===== src/rtl/imm_pkg.sv =====
// Shared types and opcode constants for the immediate-decode stage.
package imm_pkg;

    typedef enum logic [2:0] {
        FMT_NONE = 3'd0,
        FMT_I    = 3'd1,
        FMT_S    = 3'd2,
        FMT_B    = 3'd3,
        FMT_J    = 3'd4,
        FMT_U    = 3'd5,
        FMT_Z    = 3'd6
    } imm_fmt_t;

    localparam logic [6:0] OPC_LUI       = 7'b0110111;
    localparam logic [6:0] OPC_AUIPC     = 7'b0010111;
    localparam logic [6:0] OPC_JAL       = 7'b1101111;
    localparam logic [6:0] OPC_BRANCH    = 7'b1100011;
    localparam logic [6:0] OPC_STORE     = 7'b0100011;
    localparam logic [6:0] OPC_LOAD      = 7'b0000011;
    localparam logic [6:0] OPC_OP_IMM    = 7'b0010011;
    localparam logic [6:0] OPC_JALR      = 7'b1100111;
    localparam logic [6:0] OPC_OP_IMM_32 = 7'b0011011;
    localparam logic [6:0] OPC_SYSTEM    = 7'b1110011;

endpackage


===== src/rtl/imm_gen.sv =====
// Combinational immediate generator: picks the format from the opcode and
// extracts/extends the immediate to XLEN bits.
module imm_gen
    import imm_pkg::*;
#(
    parameter int XLEN = 32
) (
    input  logic [31:0]     inst,
    output logic [XLEN-1:0] imm,
    output imm_fmt_t        fmt
);

    // Every format fits in 32 bits; bit 31 carries the sign for the wider case.
    logic [31:0] imm32;

    // Opcode to format, then bit placement for that format.
    always_comb begin
        fmt   = FMT_NONE;
        imm32 = '0;
        case (inst[6:0])
            OPC_LUI, OPC_AUIPC:             fmt = FMT_U;
            OPC_JAL:                        fmt = FMT_J;
            OPC_BRANCH:                     fmt = FMT_B;
            OPC_STORE:                      fmt = FMT_S;
            OPC_LOAD, OPC_OP_IMM, OPC_JALR: fmt = FMT_I;
            // Word-sized ALU ops only exist on the 64-bit machine.
            OPC_OP_IMM_32:                  fmt = (XLEN == 64) ? FMT_I : FMT_NONE;
            // CSR immediate forms (funct3[2]=1) carry a 5-bit zimm.
            OPC_SYSTEM:                     fmt = inst[14] ? FMT_Z : FMT_I;
            default:                        fmt = FMT_NONE;
        endcase
        case (fmt)
            FMT_I:   imm32 = {{20{inst[31]}}, inst[31:20]};
            FMT_S:   imm32 = {{20{inst[31]}}, inst[31:25], inst[11:7]};
            FMT_B:   imm32 = {{19{inst[31]}}, inst[31], inst[7], inst[30:25], inst[11:8], 1'b0};
            FMT_J:   imm32 = {{11{inst[31]}}, inst[31], inst[19:12], inst[20], inst[30:21], 1'b0};
            FMT_U:   imm32 = {inst[31:12], 12'b0};
            FMT_Z:   imm32 = {27'b0, inst[19:15]};
            default: imm32 = '0;
        endcase
    end

    // Z and NONE have bit 31 clear, so one sign-extension covers all formats.
    if (XLEN == 64) begin : g_ext64
        assign imm = {{32{imm32[31]}}, imm32};
    end else begin : g_ext32
        assign imm = imm32;
    end

endmodule


===== src/rtl/imm_decode_stage.sv =====
// Immediate decode pipeline stage: one-cycle latency, two-entry skid buffer
// (main feeds out_*, skid absorbs one extra entry under backpressure).
// Handshake: a transfer happens on a cycle where valid and ready are both 1
// at the rising edge; valid never depends on ready, and in_ready is a
// register output (high whenever the skid entry is empty).
// Optional feature: define IMM_DECODE_PERF_EN to build the accept counter
// behind perf_cnt; otherwise perf_cnt is tied to zero.
module imm_decode_stage
    import imm_pkg::*;
#(
    parameter int XLEN  = 32,
    parameter int TAG_W = 32
) (
    input  logic             clk,
    input  logic             reset,
    input  logic             flush,
    input  logic             in_valid,
    output logic             in_ready,
    input  logic [31:0]      in_inst,
    input  logic [TAG_W-1:0] in_tag,
    output logic             out_valid,
    input  logic             out_ready,
    output logic [XLEN-1:0]  out_imm,
    output imm_fmt_t         out_fmt,
    output logic [31:0]      out_inst,
    output logic [TAG_W-1:0] out_tag,
    output logic [31:0]      perf_cnt
);

    logic [XLEN-1:0]  gen_imm;
    imm_fmt_t         gen_fmt;

    logic             main_valid_q, main_valid_d;
    logic             skid_valid_q, skid_valid_d;
    logic [XLEN-1:0]  main_imm_q,  skid_imm_q;
    imm_fmt_t         main_fmt_q,  skid_fmt_q;
    logic [31:0]      main_inst_q, skid_inst_q;
    logic [TAG_W-1:0] main_tag_q,  skid_tag_q;

    logic             accept;
    logic             retire;
    logic             main_load_new;
    logic             main_load_skid;
    logic             skid_load;

    // Decode happens on the way in; buffers store the decoded result.
    imm_gen #(.XLEN(XLEN)) u_imm_gen (
        .inst (in_inst),
        .imm  (gen_imm),
        .fmt  (gen_fmt)
    );

    assign in_ready  = ~skid_valid_q;
    assign out_valid = main_valid_q;
    assign out_imm   = main_imm_q;
    assign out_fmt   = main_fmt_q;
    assign out_inst  = main_inst_q;
    assign out_tag   = main_tag_q;

    // A flushed accept is dropped outright, so it neither fills nor counts.
    assign accept = in_valid & in_ready & ~flush;
    assign retire = main_valid_q & out_ready;

    // Occupancy control: decide which entries load and which valids change.
    always_comb begin
        main_valid_d   = main_valid_q;
        skid_valid_d   = skid_valid_q;
        main_load_new  = 1'b0;
        main_load_skid = 1'b0;
        skid_load      = 1'b0;
        if (flush) begin
            main_valid_d = 1'b0;
            skid_valid_d = 1'b0;
        end else if (!main_valid_q) begin
            if (accept) begin
                main_valid_d  = 1'b1;
                main_load_new = 1'b1;
            end
        end else if (skid_valid_q) begin
            // Full: in_ready is low, so only a retire can change anything.
            if (retire) begin
                main_load_skid = 1'b1;
                skid_valid_d   = 1'b0;
            end
        end else begin
            if (retire && accept) begin
                main_load_new = 1'b1;        // pass-through, no bubble
            end else if (retire) begin
                main_valid_d  = 1'b0;
            end else if (accept) begin
                skid_valid_d  = 1'b1;
                skid_load     = 1'b1;
            end
        end
    end

    // Valid flags; reset drops both entries immediately.
    always_ff @(posedge clk or posedge reset) begin
        if (reset) begin
            main_valid_q <= 1'b0;
            skid_valid_q <= 1'b0;
        end else begin
            main_valid_q <= main_valid_d;
            skid_valid_q <= skid_valid_d;
        end
    end

    // Main entry payload: new decode or promoted skid entry.
    always_ff @(posedge clk or posedge reset) begin
        if (reset) begin
            main_imm_q  <= '0;
            main_fmt_q  <= FMT_NONE;
            main_inst_q <= '0;
            main_tag_q  <= '0;
        end else if (main_load_new) begin
            main_imm_q  <= gen_imm;
            main_fmt_q  <= gen_fmt;
            main_inst_q <= in_inst;
            main_tag_q  <= in_tag;
        end else if (main_load_skid) begin
            main_imm_q  <= skid_imm_q;
            main_fmt_q  <= skid_fmt_q;
            main_inst_q <= skid_inst_q;
            main_tag_q  <= skid_tag_q;
        end
    end

    // Skid entry payload: captures an accept while main is stalled.
    always_ff @(posedge clk or posedge reset) begin
        if (reset) begin
            skid_imm_q  <= '0;
            skid_fmt_q  <= FMT_NONE;
            skid_inst_q <= '0;
            skid_tag_q  <= '0;
        end else if (skid_load) begin
            skid_imm_q  <= gen_imm;
            skid_fmt_q  <= gen_fmt;
            skid_inst_q <= in_inst;
            skid_tag_q  <= in_tag;
        end
    end

`ifdef IMM_DECODE_PERF_EN
    logic [31:0] perf_q;

    // Count accepted instructions that carry an immediate; wraps, survives flush.
    always_ff @(posedge clk or posedge reset) begin
        if (reset) begin
            perf_q <= '0;
        end else if (accept && (gen_fmt != FMT_NONE)) begin
            perf_q <= perf_q + 32'd1;
        end
    end

    assign perf_cnt = perf_q;
`else
    assign perf_cnt = '0;
`endif

endmodule


===== config.mk =====
export PLATFORM = sky130hd
export DESIGN_NAME = imm_decode_stage
export DESIGN_NICKNAME = d
export VERILOG_FILES = /design/src/rtl/imm_pkg.sv /design/src/rtl/imm_gen.sv /design/src/rtl/imm_decode_stage.sv
export SDC_FILE = /design/constraint.sdc
export NUM_CORES = 1
export LEC_CHECK = 0
export BUFFER_PORTS_ARGS = -buffer_cell sky130_fd_sc_hd__buf_4
export CAP_MARGIN = 10
export CORE_MARGIN = 2
export CORE_UTILIZATION = 54
export DETAILED_ROUTE_END_ITERATION = 7
export MAX_ROUTING_LAYER = met4
export PLACE_DENSITY = 0.8
export SLEW_MARGIN = 0
export SYNTH_ARGS = -nofsm -noshare
export SYNTH_HDL_FRONTEND = slang
export SYNTH_HIERARCHICAL = 1
export SYNTH_SLANG_ARGS = --single-unit

===== constraint.sdc =====
create_clock -name clk -period 8.35 [get_ports clk]
set_input_delay 1.67 -clock clk [delete_from_list [all_inputs] [get_ports clk]]
set_output_delay 1.67 -clock clk [all_outputs]
set_load 0.1 [all_outputs]

Word-level counts from Yosys, hierarchy flattened --
Cells that the tools add are included. Widths: inputs -> output; s select.
Storage, ports and cells: output and inout bits 133, register bits after elaboration 200, word-level logic and storage cells 68, input port bits 69
Cells by class: muxes and demuxes 33, reductions and logical operators 5, bitwise gates (word level) 5, eq/ne operators 15
Operators with widths (count):
- $mux 32 | 6
- $pmux 32 s6 | 1
- $eq 7x7->1 const B | 4
- $mux 1 | 22
- $pmux 3 s6 | 1
- $eq 7x5->1 const B | 2
- $eq 7x6->1 const B | 2
- $eq 3x3->1 const B | 3
- $mux 3 | 3
- $eq 7x2->1 const B | 1
- $eq 3x2->1 const B | 2
- $reduce_bool 2->1 | 2
- $and 1x1->1 | 3
- $eq 3x1->1 const B | 1
- $reduce_or 3->1 | 1
- $not 1->1 | 2
- $reduce_or 2->1 | 1
- $logic_and 1x1->1 | 1

Depth between registers and ports, before layout --
Gate-level depths: netlist of the first run.
depth after elaboration 9, gate-level depth with buffers 8, gate-level depth less buffers 6

Cells and area by module --
The synthesis of the first run kept the hierarchy.
Modules (own cells, without submodules):
- imm_decode_stage | area each 8205.4 sq um, cells each 600, sequential area each 5004.8 sq um, times used 1
- imm_gen | area each 630.6 sq um, cells each 100, sequential area each 0.0 sq um, times used 1

Worst setup path before layout of the first run --
OpenSTA, ideal clock, no wires.
kind input-to-reg, start point input flush, end point register skid_inst_q[29], slack 5.269 ns, path buffers 4, cell stages on the path 6, arrival time 2.956 ns, setup time 0.125 ns, required time 8.225 ns, cell sequence clkbuf_1 nor4b_1 buf_2 buf_4 buf_4 mux2_2
Between the ends: longest elaborated chain between the ends 8, elaborated cells between the ends (all ways) 9, classes of those cells mux (6); bitwise (2); reduce/logical (1)
Ends and longest elaborated chain:
- start, declared | line imm_decode_stage.sv:16 | input logic flush,
- $not 1->1 | line imm_decode_stage.sv:61 | assign accept = in_valid & in_ready & ~flush;
- $and 1x1->1 | line imm_decode_stage.sv:61
- $mux 1 | line imm_decode_stage.sv:90 | end else if (accept) begin
- $mux 1 | line imm_decode_stage.sv:88 | end else if (retire) begin
- $mux 1 | line imm_decode_stage.sv:86 | if (retire && accept) begin
- $mux 1 | line imm_decode_stage.sv:79 | end else if (skid_valid_q) begin
- $mux 1 | line imm_decode_stage.sv:74 | end else if (!main_valid_q) begin
- $mux 1 (*) | line imm_decode_stage.sv:71 | if (flush) begin
- end signal, assigned | line imm_decode_stage.sv:138 | skid_inst_q <= in_inst;
- end, declared | line imm_decode_stage.sv:37 | logic [31:0] main_inst_q, skid_inst_q;
Mark *: on every way between the ends. The rest lies on a longest branch, timed or not. A chain may end at the register's enable or synchronous reset.

Final worst setup path of the first run --
start point input in_valid, end point register main_imm_q[9], in the netlist out_imm[9]
Between the ends: longest elaborated chain between the ends 8, elaborated cells between the ends (all ways) 10, classes of those cells mux (6); bitwise (2); reduce/logical (2)
Ends and longest elaborated chain:
- start, declared | line imm_decode_stage.sv:17 | input logic in_valid,
- $and 1x1->1 (*) (2 in a row) | line imm_decode_stage.sv:61
- $logic_and 1x1->1 | line imm_decode_stage.sv:86
- $mux 1 | line imm_decode_stage.sv:86
- $mux 1 | line imm_decode_stage.sv:79
- $mux 1 (*) | line imm_decode_stage.sv:74
- $mux 1 (*) | line imm_decode_stage.sv:71
- $mux 32 or $reduce_bool 2->1 (tied branches)
- end signal, assigned | line imm_decode_stage.sv:116 | main_imm_q <= gen_imm;
- end signal, assigned | line imm_decode_stage.sv:121 | main_imm_q <= skid_imm_q;
- end, declared | line imm_decode_stage.sv:35 | logic [XLEN-1:0] main_imm_q, skid_imm_q;
Marks and branches as above.

==> impl_metrics.toml, run 1 <==
[outcome]
outcome = "completed"

[cells_and_area]
seqCellArea_sq_um = 5000
area_delta_synth_final_pct = 20.3
multi_input_area_sq_um = 3410
drive_above_1_share_pct = 38.1
antennaDiodeCount = 0
fillers = 1166
final_nets = 903

[die]
initial_core_util_pct = 55.4
die_w_um = 132
dieArea_sq_um = 17400
rows = 46
ioPinCount = 202
dieHeight_um = 132
placeableCoreArea_sq_um = 15900

[flow_run]
drv_cap = 0

[critical_path]
arrival_ns = 4.46
endpoint_kind = "flip-flop"
worstPathMaxFanout = 103
start_kind = "input pin"
crit_type = "in2reg"
cp.required_ns = 8.68

[grt]
grt_util_met1_pct = 34.1
grt_usage_pct = 25.7
grt_pass1_wl_um = 34900
grtUsageMet3_pct = 6.04
busiest_layer = "met2"
grt_antenna_before_repair = 0
grt_pass1_vias = 6630
grt_max_degree = 129
grt.overflow.total = 0
gr-usage-met2_pct = 38.7

[cts]
clk_pin_slew_ns = 0.07
cts_hold_buf = 0
htreeDepth = 4
insertion_delay_ns = 0.42
cts_buffers = 17
clockRootBuffer = "clkbuf_16"
cts_buffer_depth = 2
cts_resized = 0
cts_setup_buffers = 0
tritoncts = "built"
cts.sinks = 200

[route]
vias = 6485
drtIter0Drc = 621
wirelength_um = 21400
drtPass1Iterations = 7
drt-vias-per-instance = 6.10
wl_per_cell_um = 20.2
ant_nets = 0
drc = 0

[yosys]
synth_area_sq_um = 8840
synthTopCellsByArea = "dfrtp_1 (57%), mux2_2 (13%), a2bb2oi_1 (9.7%)"
yosysWarnings = 6
synth_top_area_cell = "dfrtp_1"
ys_ff_latch = 200
synth.distinct_cells = 43
syn_area_per_cell_sq_um = 12.6
syn_inst = 700
synth_top_area_share_pct = 56.6
synth_seq_area_share_pct = 56.6

[timing]
fin_skew_ns = 0.00841
slew_headroom_pct = 17.9
tns_ns = 0
hold_viol = 0
maxSlewViolCount = 0
timing.fmax_ghz = 0.242
rsz0062_at_grt = "false"
max_slew.worst_pin.slew_ns = 1.23
period_needed_ns = 4.13
post-route-period-util_pct = 49.5
setup-violations-final = 0

[placed_design]
post-dp-hpwl_um = 13600
port_buffers = 169
gp_congestion = 0.831

[power]
ir_worst_vdd_mv = 0.187
design_power_total_mw = 3.33
p_per_area_nw_per_um2 = 314
power.leakage_nw = 4.97

[worst_hold_path]
hold_path_class = "reg2reg"
## registers in the layout (all words and copies together), names as in the netlist
name          count
skid_tag_q       32
skid_fmt_q        3
out_inst         32
skid_imm_q       32
out_valid         1
skid_valid_q      1
skid_inst_q      32
out_imm          32
out_fmt           3
out_tag          32
## layout make-up
type,count,area share [%]
Inverter,10,0.424
Multi-Input combinational cell,428,32.1
Sequential cell,200,47.1
Clock buffer,21,4.43
Tap cell,216,2.54
Timing Repair Buffer,177,12.5
Clock inverter,11,0.918
## cells in the mapped netlist, drive strengths merged
cell,count
a211o,1
a21oi,3
clkbuf,31
nor2b,2
a21o,8
or4,2
a21boi,7
or2,3
a211oi,3
o211ai,2
nand4b,1
o21ai,7
nor4b,1
a31oi,1
o21a,1
nand3b,2
inv,10
o22ai,98
o211a,2
nor4,2
o311a,1
dfrtp,200
nand3,13
conb,1
buf,62
or3b,1
nand2,17
or3,1
mux2,99
a2bb2oi,98
nor3b,2
nor3,4
nand2b,2
nor2,8
a222oi,4
## cell usage in the layout, fill, tap and decap left out, types with 2 or more instances in the layout
cell,synthesis,final
a211oi_1,2,2
a21boi_0,7,7
a21o_1,8,8
a21oi_1,3,3
a222oi_1,4,4
a2bb2oi_1,98,98
buf_4,35,177
clkbuf_16,0,17
clkbuf_8,0,3
clkinv_2,0,4
clkinvlp_4,0,4
conb_1,1,32
dfrtp_1,200,200
inv_1,10,9
mux2_2,99,99
nand2_1,17,16
nand2b_4,2,2
nand3_1,13,13
nor2_1,8,7
nor2b_1,2,2
nor3_1,3,2
nor3_2,1,2
nor3b_1,2,2
o211a_1,2,2
o21ai_0,7,7
o22ai_1,98,98
or2_2,3,3
or4_1,2,2
## logic make-up after synthesis
logic type | after synthesis | synth area share (%)
AOI/OAI and AO/OA | 236 | 20.1
other | 1 | 0.0424
muxes | 99 | 12.6
buffers and inverters | 103 | 6.47
and+or+nand+nor | 61 | 4.15
DFF | 200 | 56.6
## through the flow
step | cells | hold WS (ns) | util, % | setup WS [ns] | area, sq um
2_1_floorplan | 731 | 0.481 | - | 1.23 | 8950
3_3_place_gp | 1031 | 0.490 | 63.1 | 4.04 | 10100
3_5_place_dp | 1031 | 0.496 | 63.1 | 3.87 | 10100
4_1_cts | 1063 | 0.511 | 66.7 | 4.29 | 10600
5_1_grt | 1063 | 0.519 | 66.7 | 4.06 | 10600
6_report | 1063 | 0.510 | 66.7 | 4.22 | 10600
## report_power, final
part	leakage, nW	switching [mW]	total [mW]	internal (mW)
clock	0.271	0.351	0.785	0.434
combinational	2.28	0.955	1.28	0.321
sequential	2.42	0.115	1.27	1.16
total	4.97	1.42	3.33	1.91
## worst paths after layout
| path | from | end | slack, ns | depth (start not counted) |
|---|---|---|---|---|
| max in group asynchronous | reset | out_tag[30] | 5.46 | 3 |
| min reg2reg | skid_imm_q[16] | skid_imm_q[16] | 0.51 | 1 |
| min in group asynchronous | reset | out_tag[7] | 1.39 | 2 |
| max | in_valid | out_imm[9] | 4.22 | 5 |
| max reg2reg | skid_valid_q | out_imm[9] | 4.95 | 4 |
| min | skid_imm_q[16] | skid_imm_q[16] | 0.51 | 1 |
## critical path: stages
cell       delay (ns)
buf_4            0.10
nand2b_4         0.59
a211oi_4         1.12
buf_4            0.63
a2bb2oi_1        0.25
## per-layer routing
metal,share of wire [%],up-vias
li1,-,2873
met1,43,3242
met2,47,323
met3,7.4,47
met4,2.6,0
met5,0,-
(Power assumes the default switching activity.)
==> run 2: changes to the inputs <==
Settings changed: CORE_UTILIZATION 54 to 49, PLACE_DENSITY 0.8 to 0.76.
Clock period 8.35 ns to 3.8 ns, I/O delays scaled along.
==> impl_metrics.toml, run 2 (synthesis gave the netlist of run 1 again) <==
[outcome]
outcome = "completed"

[critical_path]
cp.required_ns = 4.14
endpoint_kind = "flip-flop"
crit_type = "reg2reg"
worstPathMaxFanout = 71
arrival_ns = 2.60
start_kind = "flip-flop"

[cts]
clk_pin_slew_ns = 0.07
cts_hold_buf = 0
cts_buffer_depth = 2
cts_resized = 0
cts_setup_buffers = 0
clockRootBuffer = "clkbuf_16"
tritoncts = "built"
cts_buffers = 17
cts.sinks = 200
htreeDepth = 4
insertion_delay_ns = 0.43

[die]
rows = 49
dieArea_sq_um = 19100
initial_core_util_pct = 49.5
die_w_um = 138
ioPinCount = 202
dieHeight_um = 138
placeableCoreArea_sq_um = 17800

[timing]
rsz0062_at_grt = "false"
setup-violations-final = 0
maxSlewViolCount = 0
max_slew.worst_pin.slew_ns = 0.847
hold_viol = 0
fin_skew_ns = 0.00887
period_needed_ns = 2.26
slew_headroom_pct = 43.6
tns_ns = 0
timing.fmax_ghz = 0.443
post-route-period-util_pct = 59.4

[power]
switchingPower_mw = 3.12
p_sw_share_pct = 42.4
power.leakage_nw = 5.03
p_per_area_nw_per_um2 = 684
pwr-share-clk_pct = 24.0
p_int_mw = 4.24
seqPwrFrac_pct = 37.8
comb_power_share_pct = 38.2
design_power_total_mw = 7.36
ir_worst_vdd_mv = 0.396

[route]
drt-vias-per-instance = 5.94
wl_per_cell_um = 20.2
drc = 0
wirelength_um = 21900
drtIter0Drc = 421
ant_nets = 0
vias = 6440
drtPass1Iterations = 5

[cells_and_area]
mostFrequentLayoutCells = "dfrtp_1 (200), buf_4 (181), mux2_2 (99)"
fillers = 1461
drive_above_1_share_pct = 38.5
antennaDiodeCount = 0
layout_commonest_cell = "dfrtp_1"
final_nets = 911
stdcell_area_sq_um = 10800
area_delta_synth_final_pct = 21.7

[grt]
grt_pass1_wl_um = 35400
grt_max_degree = 74
grt_antenna_before_repair = 0
grt_usage_pct = 23.7
grt_pass1_vias = 6553
grt.overflow.total = 0

[placed_design]
place_area_sq_um = 10200
gp_congestion = 0.752
post-dp-hpwl_um = 13900
port_buffers = 169

[flow_run]
drv_cap = 0

[worst_hold_path]
hold_path_class = "in2async"
run 2: cell type report:
class                   instances  area [sq um]  area share, %
repair buffers                185          1440           13.4
well taps                     229           287           2.66
flip-flops and latches        200          5000           46.5
inverters                      10          41.3          0.384
multi-input cells             428          3410           31.7
clock inverters                11           120           1.12
clock buffers                  21           450           4.19
run 2: path summary, 6_finish.rpt:
path | from | end | slack [ns] | depth (start not counted)
max | out_valid | out_imm[1] | 1.54 | 4
min | reset | skid_tag_q[9] | 0.44 | 2
max reg2reg | out_valid | out_imm[1] | 1.54 | 4
min reg2reg | skid_inst_q[23] | skid_inst_q[23] | 0.51 | 1
max in group asynchronous | reset | skid_inst_q[31] | 2.53 | 3
min in group clk | skid_inst_q[23] | skid_inst_q[23] | 0.51 | 1
run 2: power groups by stage:
stage / clock network (mW) / registers, mW / logic (mW)
final: 1.77 / 2.78 / 2.81
after global routing: 1.89 / 2.83 / 2.91
after CTS: 1.80 / 2.78 / 2.82
after detailed placement: 0 / 2.81 / 2.83
after global placement: 0 / 2.80 / 2.79
after floorplan: 0 / 4.26 / 0.768
run 2: critical path, stage by stage (launching register included):
cell and delay [ns]:
dfrtp_1 0.50, nand2_4 0.35, a211oi_4 0.35, buf_4 0.70
a2bb2oi_1 0.23
run 2: routing by layer:
| layer | vias to the layer above | part of all wire (%) | GRT usage, % |
|---|---|---|---|
| li1 | 2898 | - | - |
| met1 | 3274 | 44 | 32.2 |
| met2 | 244 | 46 | 35.0 |
| met3 | 24 | 7.9 | 6.79 |
| met4 | 0 | 1.3 | 6.71 |
| met5 | - | 0 | - |
run 2: metrics by stage:
stage | std cells | setup slack (ns) | hold WS, ns | util [%]
after floorplan | 731 | 0.452 | 0.481 | -
after global placement | 1052 | 1.35 | 0.489 | 57.1
after detailed placement | 1052 | 1.27 | 0.497 | 57.1
after CTS | 1084 | 1.53 | 0.445 | 60.3
after global routing | 1084 | 1.37 | 0.486 | 60.3
final | 1084 | 1.54 | 0.438 | 60.3
==> run 3: changes to the inputs <==
Settings changed: ABC_AREA set to 1, CORE_UTILIZATION 49 to 56, PLACE_DENSITY 0.76 to 0.81.
Clock period 3.8 ns to 2.2 ns, I/O delays scaled along.
==> impl_metrics.toml, run 3 <==
[yosys]
ys_top_cells_by_count = "nand2_1 (547), inv_1 (235), dfrtp_1 (200)"
synth_top_area_share_pct = 48.6
synth_seq_area_share_pct = 48.6
synth_top_area_cell = "dfrtp_1"
synth_edf_count = 0
synthArstFlopShare_pct = 100
synthTopCellsByArea = "dfrtp_1 (49%), nand2_1 (20%), inv_1 (8.6%)"
ys_ff_latch = 200
syn_area_per_cell_sq_um = 7.27
syn_inst = 1417
synth_area_sq_um = 10300
yosysWarnings = 6
synth.distinct_cells = 27
synth.most_common_cell = "nand2_1"
synth_flop_cell = "dfrtp_1"

[cts]
cts_buffer_depth = 2
htreeDepth = 4
clockRootBuffer = "clkbuf_16"
clk_pin_slew_ns = 0.07
tritoncts = "built"
insertion_delay_ns = 0.43
cts_buffers = 17
cts_setup_buffers = 0
cts.sinks = 200
cts_resized = 0
cts_hold_buf = 0

[critical_path]
crit_chain = "nand2_1 -> nand3_4 -> nand2_1 -> clkinv_2 -> buf_12 -> nand2_1 -> nand2_1"
arrival_ns = 2.08
crit_buf_inv = 2
timing.rr.end = "out_inst[10]"
worst_r2r_path_depth = 7
crit_family = "simple AND/OR/NAND/NOR gates"
rr_startpoint = "out_valid"
crit_type = "reg2reg"
endpoint_kind = "flip-flop"
crit_path_frequent_cell = "nand2_1"
max_stage_delay_ns = 0.41
cpMaxStageDelayCell = "dfrtp_1"
start_kind = "flip-flop"
cp.required_ns = 2.52
worstPathMaxFanout = 93
r2r_setup_slack_ns = 0.44

[timing]
fin_skew_ns = 0.00674
setup-violations-final = 0
maxSlewViolCount = 0
period_needed_ns = 1.76
post-route-period-util_pct = 80.1
whs_ns = 0.0277
hold_viol = 0
timing.fmax_ghz = 0.567
max_slew.worst_pin.slew_ns = 0.517
tns_ns = 0
rsz0062_at_grt = "false"
slew_headroom_pct = 65.3

[power]
p_sw_share_pct = 45.1
p_int_mw = 7.46
switchingPower_mw = 6.13
pwr-share-clk_pct = 23.7
seqPwrFrac_pct = 36.5
ir_worst_vdd_mv = 0.767
p_per_area_nw_per_um2 = 1120
power.leakage_nw = 6.54
comb_power_share_pct = 39.8

[grt]
grt_usage_pct = 27.0
grt_max_degree = 100
grt_pass1_wl_um = 41800
grt_antenna_before_repair = 0
grt.overflow.total = 0
grt_pass1_vias = 8400

[cells_and_area]
antennaDiodeCount = 0
layout_commonest_cell = "nand2_1"
final_nets = 1620
area_delta_synth_final_pct = 18.0
fillers = 1552
drive_above_1_share_pct = 15.3
mostFrequentLayoutCells = "nand2_1 (547), inv_1 (234), dfrtp_1 (200)"

[die]
dieHeight_um = 140
placeableCoreArea_sq_um = 18000
ioPinCount = 202
rows = 49
dieArea_sq_um = 19500
initial_core_util_pct = 57.1
die_w_um = 140

[worst_hold_path]
hold_path_class = "in2async"

[route]
drc = 0
vias = 9036
drt-vias-per-instance = 5.04
ant_nets = 0
drtPass1Iterations = 5
wl_per_cell_um = 14.1
drtIter0Drc = 807
wirelength_um = 25300

[placed_design]
gp_congestion = 0.904
port_buffers = 169
post-dp-hpwl_um = 16400

[flow_run]
drv_cap = 0

[outcome]
outcome = "completed"
==> run 3: cell count changes in the layout (fill, tap and decap cells not counted), sizes merged, moves of 7 or more <==
| cell | change |
|---|---|
| a21boi | -7 |
| a21o | -8 |
| a2bb2oi | -98 |
| inv | +228 |
| mux2 | -99 |
| nand2 | +534 |
| nand3 | +46 |
| nor2 | +45 |
| o21ai | +196 |
| o22ai | -98 |
==> run 3: worst register-to-register path, delay by kind of cell (launching register included) <==
family | cells | cell delay [ns]
AND/OR/NAND/NOR | 5 | 0.84
buffers and inverters | 2 | 0.40
flip-flops | 1 | 0.41
==> run 3: kinds of logic after synthesis <==
kind of cell | Yosys count | share of synthesized area [%]
other cells | 1 | 0.0364
flops | 200 | 48.6
simple gates | 667 | 25.7
buf+inv | 344 | 15.6
compound gates | 205 | 10.0
==> run 3: power by group through the flow <==
stage               combinational (mW)  sequential, mW  clock [mW]
detailed placement                5.41            5.03           0
finish                            5.41            4.97        3.22
CTS                               5.43            4.97        3.26
floorplan                         1.48            7.78           0
global placement                  5.33            5.00           0
global route                      5.71            5.06        3.42
==> run 3: worst max path at each step <==
stage | depth (start not counted) | startpoint | end | slack, ns
after detailed placement | 13 | in_inst[3] | out_imm[29] | 0.19
after global placement | 13 | in_inst[4] | out_imm[22] | 0.27
after global routing | 7 | out_valid | out_inst[20] | 0.31
final | 7 | out_valid | out_inst[10] | 0.44
after floorplan | 1 | reset | out_fmt[0] | -0.83
after CTS | 7 | out_valid | out_inst[10] | 0.43
==> run 3: per-layer routing <==
| metal | global-route usage, % | wire, um |
|---|---|---|
| met1 | 37.7 | 11200 |
| met2 | 41.4 | 11900 |
| met3 | 3.96 | 1710 |
| met4 | 7.95 | 504 |
| met5 | - | 0 |
==> run 3: layout make-up <==
class | count | area (sq um) | share of cell area (%)
Clock buffer | 21 | 470 | 3.87
Multi-Input combinational cell | 904 | 3810 | 31.4
Inverter | 239 | 905 | 7.45
Clock inverter | 11 | 139 | 1.14
Sequential cell | 200 | 5000 | 41.2
Timing Repair Buffer | 189 | 1530 | 12.6
Tap cell | 229 | 287 | 2.36
==> run 3: metrics by stage <==
step	power (mW)	util [%]	std cells	setup WS (ns)	cell area, sq um
2_1_floorplan	9.26	-	1448	-0.828	10400
3_3_place_gp	10.3	64.0	1761	0.266	11500
3_5_place_dp	10.4	64.0	1761	0.190	11500
4_1_cts	13.7	67.4	1793	0.432	12100
5_1_grt	14.2	67.4	1793	0.315	12100
6_report	13.6	67.4	1793	0.437	12100
